--- config.mk ---
export PLATFORM = sky130hd
export DESIGN_NAME = dds_symbol_source
export DESIGN_NICKNAME = d
export VERILOG_FILES = /design/src/rtl/dds_pkg.sv /design/src/rtl/sine_lut_256x12.sv /design/src/rtl/dds_symbol_source.sv
export SDC_FILE = /design/constraint.sdc
export NUM_CORES = 1
export LEC_CHECK = 0
export ABC_AREA = 1
export ABC_CLOCK_PERIOD_IN_PS = 3300
export BUFFER_PORTS_ARGS = -buffer_cell sky130_fd_sc_hd__buf_2
export CORE_MARGIN = 3
export CORE_UTILIZATION = 50
export DETAILED_ROUTE_END_ITERATION = 16
export MAX_ROUTING_LAYER = met4
export PLACE_DENSITY = 0.73
export RECOVER_POWER = 50
export SLEW_MARGIN = 10
export SYNTH_ARGS = -nofsm -noshare
export SYNTH_HDL_FRONTEND = slang
export SYNTH_HIERARCHICAL = 1
export SYNTH_SLANG_ARGS = --single-unit
--- constraint.sdc ---
create_clock -name clk -period 3.3 [get_ports clk]
set_clock_uncertainty 0.05 [all_clocks]
set_input_delay 0.66 -clock clk [delete_from_list [all_inputs] [get_ports clk]]
set_output_delay 0.66 -clock clk [all_outputs]
set_load 0.05 [all_outputs]
--- src/rtl/dds_pkg.sv ---
`default_nettype none
// ============================================================================
// Package  : dds_pkg
// Brief    : Modulation codes, LFSR and sine-table geometry shared by the
//            symbol source and the modulation stage.
// Revision : 1.0 - initial release
// ============================================================================
package dds_pkg;

    typedef enum logic [3:0] {
        MOD_OOK  = 4'b0000,
        MOD_FSK  = 4'b0001,
        MOD_BPSK = 4'b0010,
        MOD_LFSR = 4'b0011
    } mod_e;

    localparam int PHASE_W = 32;

    localparam int                LFSR_W     = 5;
    localparam logic [LFSR_W-1:0] LFSR_SEED  = 5'b00001;
    localparam int                LFSR_TAP_A = 4;
    localparam int                LFSR_TAP_B = 2;

    localparam int LUT_AW    = 8;
    localparam int LUT_DEPTH = 256;
    localparam int LUT_DW    = 12;

    // x^5+x^3+1 Fibonacci step; a stuck all-zero register is recovered to the seed.
    function automatic logic [LFSR_W-1:0] lfsr_next(input logic [LFSR_W-1:0] q);
        logic [LFSR_W-1:0] nxt;
        if (q == '0) begin
            nxt = LFSR_SEED;
        end else begin
            nxt = {q[LFSR_W-2:0], q[LFSR_TAP_A] ^ q[LFSR_TAP_B]};
        end
        return nxt;
    endfunction

endpackage
`default_nettype wire

--- src/rtl/sine_lut_256x12.sv ---
`default_nettype none
// ============================================================================
// Module   : sine_lut_256x12
// Brief    : 256-entry 12-bit signed sine table with registered read, built
//            from a 65-entry quarter wave.
// Revision : 1.0 - initial release
// ============================================================================
module sine_lut_256x12
    import dds_pkg::*;
(
    input  logic                     clk,
    input  logic                     reset,
    input  logic                     en,
    input  logic [LUT_AW-1:0]        addr,
    output logic signed [LUT_DW-1:0] data
);

    localparam int QUARTER = LUT_DEPTH / 4;

    // round(2047*sin(2*pi*k/256)) for k = 0..64
    function automatic logic [LUT_DW-1:0] quarter_sin(input logic [6:0] k);
        logic [LUT_DW-1:0] v;
        v = 12'd0;
        case (k)
            7'd0:  v = 12'd0;    7'd1:  v = 12'd50;   7'd2:  v = 12'd100;  7'd3:  v = 12'd151;
            7'd4:  v = 12'd201;  7'd5:  v = 12'd251;  7'd6:  v = 12'd300;  7'd7:  v = 12'd350;
            7'd8:  v = 12'd399;  7'd9:  v = 12'd449;  7'd10: v = 12'd497;  7'd11: v = 12'd546;
            7'd12: v = 12'd594;  7'd13: v = 12'd642;  7'd14: v = 12'd690;  7'd15: v = 12'd737;
            7'd16: v = 12'd783;  7'd17: v = 12'd830;  7'd18: v = 12'd875;  7'd19: v = 12'd920;
            7'd20: v = 12'd965;  7'd21: v = 12'd1009; 7'd22: v = 12'd1052; 7'd23: v = 12'd1095;
            7'd24: v = 12'd1137; 7'd25: v = 12'd1179; 7'd26: v = 12'd1219; 7'd27: v = 12'd1259;
            7'd28: v = 12'd1299; 7'd29: v = 12'd1337; 7'd30: v = 12'd1375; 7'd31: v = 12'd1411;
            7'd32: v = 12'd1447; 7'd33: v = 12'd1483; 7'd34: v = 12'd1517; 7'd35: v = 12'd1550;
            7'd36: v = 12'd1582; 7'd37: v = 12'd1614; 7'd38: v = 12'd1644; 7'd39: v = 12'd1674;
            7'd40: v = 12'd1702; 7'd41: v = 12'd1729; 7'd42: v = 12'd1756; 7'd43: v = 12'd1781;
            7'd44: v = 12'd1805; 7'd45: v = 12'd1828; 7'd46: v = 12'd1850; 7'd47: v = 12'd1871;
            7'd48: v = 12'd1891; 7'd49: v = 12'd1910; 7'd50: v = 12'd1927; 7'd51: v = 12'd1944;
            7'd52: v = 12'd1959; 7'd53: v = 12'd1973; 7'd54: v = 12'd1986; 7'd55: v = 12'd1997;
            7'd56: v = 12'd2008; 7'd57: v = 12'd2017; 7'd58: v = 12'd2025; 7'd59: v = 12'd2032;
            7'd60: v = 12'd2037; 7'd61: v = 12'd2041; 7'd62: v = 12'd2045; 7'd63: v = 12'd2046;
            7'd64: v = 12'd2047;
            default: v = 12'd0;
        endcase
        return v;
    endfunction

    logic [1:0]               w_quad;
    logic [6:0]               w_idx;
    logic [LUT_DW-1:0]        w_mag;
    logic signed [LUT_DW-1:0] w_val;

    // Odd quadrants read the quarter wave backwards; the upper half is negated.
    always_comb begin
        w_quad = addr[LUT_AW-1:LUT_AW-2];
        w_idx  = {1'b0, addr[LUT_AW-3:0]};
        if (w_quad[0]) begin
            w_idx = 7'(QUARTER) - {1'b0, addr[LUT_AW-3:0]};
        end
        w_mag = quarter_sin(w_idx);
        w_val = w_quad[1] ? -$signed(w_mag) : $signed(w_mag);
    end

    always_ff @(posedge clk) begin
        if (reset) begin
            data <= '0;
        end else if (en) begin
            data <= w_val;
        end
    end

endmodule
`default_nettype wire

--- src/rtl/dds_symbol_source.sv ---
`default_nettype none
// ============================================================================
// Module   : dds_symbol_source
// Brief    : 32-bit phase-accumulator tone source with symbol timer and
//            5-bit PN data generator driving FSK tone selection.
// Revision : 1.0 - initial release
// ============================================================================
module dds_symbol_source
    import dds_pkg::*;
(
    input  logic               clk,
    input  logic               reset,
    input  logic               enable,
    input  logic [3:0]         modulation,
    input  logic [31:0]        tuning_word0,
    input  logic [31:0]        tuning_word1,
    input  logic [15:0]        symbol_period,
    output logic signed [11:0] dds_out,
    output logic               lfsr_mod,
    output logic               symbol_strobe
);

    logic [PHASE_W-1:0] r_phase;
    logic [15:0]        r_count;
    logic [LFSR_W-1:0]  r_lfsr;
    logic               r_strobe;

    logic [PHASE_W-1:0] w_inc;
    logic [15:0]        w_last;
    logic               w_wrap;

    // Only FSK steers the tone; BPSK, LFSR and unknown codes keep the mark tone here.
    always_comb begin
        w_inc = tuning_word0;
        if ((modulation == MOD_FSK) && r_lfsr[LFSR_W-1]) begin
            w_inc = tuning_word1;
        end
        w_last = (symbol_period == 16'd0) ? 16'd0 : symbol_period - 16'd1;
        w_wrap = (r_count >= w_last);
    end

    always_ff @(posedge clk) begin
        if (reset) begin
            r_phase  <= '0;
            r_count  <= '0;
            r_lfsr   <= LFSR_SEED;
            r_strobe <= 1'b0;
        end else if (enable) begin
            r_phase <= r_phase + w_inc;
            if (w_wrap) begin
                r_count  <= '0;
                r_lfsr   <= lfsr_next(r_lfsr);
                r_strobe <= 1'b1;
            end else begin
                r_count  <= r_count + 16'd1;
                r_strobe <= 1'b0;
            end
        end else begin
            r_strobe <= 1'b0;
        end
    end

    sine_lut_256x12 u_sine_lut (
        .clk   (clk),
        .reset (reset),
        .en    (enable),
        .addr  (r_phase[PHASE_W-1:PHASE_W-LUT_AW]),
        .data  (dds_out)
    );

    assign lfsr_mod      = r_lfsr[LFSR_W-1];
    assign symbol_strobe = r_strobe;

endmodule
`default_nettype wire

==> results of run 1 <==
cells in the mapped netlist, types with 6 or more instances:
library cell,count
a21oi_1,41
buf_2,7
buf_4,6
clkbuf_1,12
dfxtp_1,66
ha_1,62
inv_1,224
mux2_2,30
nand2_1,441
nand2_2,18
nand3_1,146
nand3_2,6
nand4_1,16
nor2_1,172
nor2_2,8
nor3_1,6
o21ai_0,29
o21ai_1,9
xnor2_1,8
xor2_1,23
layer usage:
metal  track usage (%)  vias up
met4              6.18        0
met3              3.28       32
li1                  -     4525
met5                 -        -
met1              31.1     3752
met2              40.5      221
kinds of logic (layout without fill, tap and decap cells):
| kind of cell | count (synthesis) | in the layout |
|---|---|---|
| fa+ha+maj | 63 | 63 |
| mux | 31 | 31 |
| xor+xnor | 31 | 31 |
| buf+inv | 263 | 374 |
| flops | 66 | 66 |
| compound gates | 92 | 92 |
| simple gates | 839 | 839 |
repair_timing:
item	CTS	global route
buffers inserted	0	2
gates resized for setup	0	6
setup endpoints to repair	0	17
layout by cell type (no fill, tap or decap), types with 9 or more instances in the layout:
master,n
ha_1,62
clkbuf_1,15
nand2_1,438
dfxtp_1,66
inv_1,224
clkbuf_16,9
buf_2,85
nor2_1,172
o21ai_0,29
a21oi_1,41
nand2_2,20
xor2_1,23
buf_4,25
o21ai_1,9
nand4_1,16
nand3_1,145
mux2_2,30
stage by stage:
| step | setup WS, ps | TNS, ps |
|---|---|---|
| floorplan | 274 | 0 |
| finish | 291 | 0 |
| CTS | 270 | 0 |
| global placement | 55.1 | 0 |
| global route | -22.2 | -39.4 |
| detailed placement | -52.3 | -534 |
critical path: cells and delay by family, from the launching register on:
| kind | cells | cell delay [ps] |
|---|---|---|
| simple gates | 16 | 1570 |
| buf+inv | 5 | 520 |
| fa+ha+maj | 2 | 440 |
| flops | 1 | 320 |
flip-flops by register name, summed over array words and instances, names as in the netlist:
signal           flops
r_lfsr               5
r_phase             32
r_count             16
u_sine_lut/data     12
symbol_strobe        1
area by class of cell:
class | instances | area share [%]
Multi-Input combinational cell | 1056 | 61.9
Timing Repair Buffer | 127 | 7.71
Clock buffer | 10 | 2.65
Clock inverter | 6 | 0.472
Sequential cell | 66 | 14.7
Inverter | 231 | 9.69
Tap cell | 211 | 2.93
worst paths after layout:
| kind | startpoint | slack, ps | end | cells after the start |
|---|---|---|---|---|
| setup / recovery | r_phase[24] | 290 | u_sine_lut/data[8] | 23 |
| hold / removal | u_sine_lut/data[11] | 420 | u_sine_lut/data[11] | 2 |
| setup reg to reg | r_phase[24] | 290 | u_sine_lut/data[8] | 23 |
| hold reg to reg | u_sine_lut/data[11] | 420 | u_sine_lut/data[11] | 2 |
power groups by stage:
stage,combinational [µW],sequential (µW),clock [µW]
after detailed placement,1680,933,0
after CTS,1700,917,940
final,1720,917,931
after global placement,1680,932,0
after global routing,1950,927,974
after floorplan,1240,993,0
==> metrics, run 1 <==
die area 17400 µm²; RePlAce Congestion 0.988; GR Overflow Total 0; Bufs on Longest Clock Path 2; design area 9000 µm²; Min-Delay Path Class reg -> reg; worst stage delay on the critical path 320 ps; Critical Path AT 3200 ps; Peak Freq 0.332 GHz; Post-Synth XOR/XNOR Area 3.42%; Post-Place Cells 1689; Synth Area in Compound Gates 6.21%; routed wire length per instance 12.3 µm; Flop pwr share 25.7%; Yosys top cell area share 20.8%; crit-path max FO 8; placed cell areas 8700 µm²; slew at the pin with the worst max-slew slack 1070 ps; # clock sinks 66; ant diodes 0; leakage 0.00521 µW; max cap viols 0; sequential area share after synthesis 16.6%; max_slew headroom 28.8%; final hold violation count 0; Pwr Total 3570 µW; synth unique cells 45; Synth area leaders nand2_1, dfxtp_1, inv_1; Nets 1641; Worst VDD drop 243 µV; Post-Syn Area 7940 µm²; Core Box Area 15400 µm²; Vias/cell 5.00; Worst setup SP type flop; Logic pwr share 48.3%; drt drc 0; share of cells above drive strength 1 14.8%; DRT antenna net count 0; M1 WL 9770 µm; main combinational cell family by area after synthesis simple AND/OR/NAND/NOR gates; post-synthesis mux area share 4.38%; Non-Filler Instances 1707; Layout area overhead 13.4%; PortBufs 100; FF+latch count, synth 66; status finished, final reports clean; post-DP HPWL 16300 µm; sw power 1590 µW; RSZ-0062 raised after global routing yes; CP dominant cell by count nand2_1; fin util 58.6%; Setup crit end kind flop; ys flop type dfxtp_1; asr flop ratio synth 0%; largest net degree at the start of global routing 53; Power Dens Cells 397 nW/µm²; GRT Resource Usage Total 24.3%; clock latency at the later pin of the worst-skew pair 350 ps; area of the multi-input gates 5570 µm²; kind of critical path reg -> reg; met2 wire len 9770 µm; met3 WL post-DR 963 µm; Max Slew Vio Count 0; final WL 20900 µm; synthesized netlist cell count 1385; largest area contributor in the netlist nand2_1; Pint 1980 µW; Syn. warnings 6; root buffer cell clkbuf_16; syn avg cell area 5.73 µm²; Pre-Repair DR Iteration Count 5; Hold WS 421 ps; CTS tree done; clock power share 26.1%; Chip Height 132 µm; vias in the first global route 7762; H-tree Lvls 3; final setup violation count 0; Period Utilization, post-route 91.2%; detailed router's first-iteration violation count 799; top layer in use met4; Post-synth EDFFs 0; Placement Rows 45; TritonCTS Buffers 9; Starting Density 51.7%; Post-Synth Adder-Cell Area 10.0%; minimum clock period 3010 ps; cts hold-fix bufs 0; cell-by-cell trace of the critical path inv_1, buf_4, ha_1, inv_1, nand2_1, nand2_4, buf_4, nand3b_1, nand2_1, nand2_1, nand3_1, nand3_1, nand3_1, nand2_1, ha_1, nand2_1, nor2_2, nand3_1, nand2_1, nand2_1, nand3_1, nand2_1, inv_1; CP max stage cell dfxtp_1; Worst-path clk slew 60 ps; initial antenna violation count 0; register area 1320 µm²; Post-Syn Nets 1535; Ports 101; via count 8530; Sw Ratio 44.5%; number of fill cells 1598; DIE WIDTH 132 µm; Worst Path Required 3490 ps; first-pass GRT wire length 35200 µm; post-synthesis simple-gate area fraction 45.7%
Power figures use the tool's default switching activity.
==> run 2, diff against run 1 <==
--- a/config.mk
+++ b/config.mk
@@ -14,6 +14,7 @@
 export MAX_ROUTING_LAYER = met4
 export PLACE_DENSITY = 0.73
 export RECOVER_POWER = 50
+export SETUP_SLACK_MARGIN = 0.4
 export SLEW_MARGIN = 10
 export SYNTH_ARGS = -nofsm -noshare
 export SYNTH_HDL_FRONTEND = slang
==> metrics, run 2 (synthesis gave the netlist of run 1 again) <==
TritonCTS Buffers 9; Power Dens Cells 385 nW/µm²; status finished, final reports clean; final setup violation count 0; fin util 63.3%; leakage 0.00537 µW; Pwr Total 3750 µW; Worst VDD drop 268 µV; Peak Freq 0.336 GHz; R2R Setup Slk 390 ps; detailed router's first-iteration violation count 904; pre-CTS setup slack 10.8 ps; Chip Height 132 µm; TNS Setup 0 ps; # clock sinks 66; cts hold-fix bufs 0; Largest Register r_phase; HP Start u_sine_lut/data[1]; final WL 22900 µm; Period Utilization, post-route 90.1%; minimum clock period 2970 ps; Pre-Repair DR Iteration Count 5; root buffer cell clkbuf_16; vias in the first global route 7965; Max Slew Vio Count 0; slew at the pin with the worst max-slew slack 792 ps; clock latency at the later pin of the worst-skew pair 340 ps; largest net degree at the start of global routing 79; PortBufs 100; max cap viols 0; first-pass GRT wire length 35600 µm; ant diodes 0; via count 8816; number of fill cells 1432; DRT antenna net count 0; routed wire length per instance 13.3 µm; Worst-path clk slew 60 ps; GRT Resource Usage Total 24.9%; RSZ-0062 raised after global routing yes; CTS tree done; Starting Density 51.7%; Vias/cell 5.11; Hold Path End u_sine_lut/data[1]; initial antenna violation count 0; Setup WS post-layout 325 ps; Worst setup SP type input pin; die area 17400 µm²; crit-path max FO 8; met3 WL post-DR 1500 µm; Worst Path Required 3500 ps; largest registers r_phase: 32 flops, r_count: 16 flops, u_sine_lut/data: 12 flops; Setup crit end kind flop; DIE WIDTH 132 µm; RePlAce Congestion 0.979; area of the multi-input gates 6080 µm²; kind of critical path in -> reg; worst hold stages 2; share of cells above drive strength 1 20.6%; Worst R2R End u_sine_lut/data[9]; register area 1330 µm²; Layout area overhead 22.4%; Min-Delay Path Class reg -> reg; GR Overflow Total 0; most common cell after layout, fill and taps aside nand2_1; drt drc 0; met2 wire len 10800 µm; Placement Rows 45; Critical Path AT 3170 ps; commonest non-fill, non-tap cells in the layout nand2_1, inv_1, nor2_1; max_slew headroom 47.1%; top layer in use met4; Bufs on Longest Clock Path 2; H-tree Lvls 3; Largest register FFs 32; post-DP HPWL 16200 µm; final hold violation count 0; r2r startpoint r_phase[24]; Nets 1658; Core Box Area 15400 µm²; Ports 101; M1 WL 9990 µm; Worst Reg-to-Reg Cells 22
run 2: area by class of cell:
cell class	count	share of cell area, %
Tap cell	211	2.72
Clock inverter	6	0.438
Clock buffer	10	2.35
Timing Repair Buffer	141	9.25
Sequential cell	66	13.6
Multi-Input combinational cell	1059	62.6
Inverter	231	9.05
run 2: worst max-delay path, cell delays in order:
cell,delay (ps)
buf_2,100
nor2_1,250
nand3_4,200
clkbuf_16,220
mux2_2,230
ha_1,160
inv_1,60
fa_1,420
inv_2,100
nand3_1,90
nand3_2,110
nand3_1,100
nand3_2,110
nand2_1,80
nand3_1,90
nand3_1,70
nand2_1,70
inv_1,30
run 2: repair_timing:
| item | 4_1_cts | 5_1_grt |
|---|---|---|
| endpoints found under the setup margin | 19 | 48 |
| buffers inserted | 4 | 13 |
| cloned | 2 | 4 |
| pin swaps | 2 | 17 |
| resized for setup | 11 | 126 |
run 2: worst max-delay path by stage:
stage	startpoint	slack [ps]	to
floorplan	symbol_period[3]	400	r_count[4]
global placement	modulation[3]	70	r_phase[14]
detailed placement	symbol_period[3]	10	r_count[12]
CTS	r_phase[24]	400	u_sine_lut/data[8]
global route	r_phase[24]	150	u_sine_lut/data[9]
finish	modulation[3]	330	r_phase[28]
run 2: metrics by stage:
step                hold WS [ps]  area [µm²]  cells
detailed placement           420        8700   1685
global placement             413        8700   1685
floorplan                    402        7970   1385
CTS                          430        9070   1707
finish                       431        9720   1724
global route                 456        9720   1724
run 2: power by group:
part	internal (µW)	total, µW	switching [µW]
clock network	510	920	410
registers	866	925	59.1
logic	677	1900	1220
total	2050	3750	1690
run 2: routing by layer:
layer	vias up	GRT usage [%]
met3	54	3.97
li1	4578	-
met1	3870	31.0
met4	0	8.23
met2	314	41.2
met5	-	-
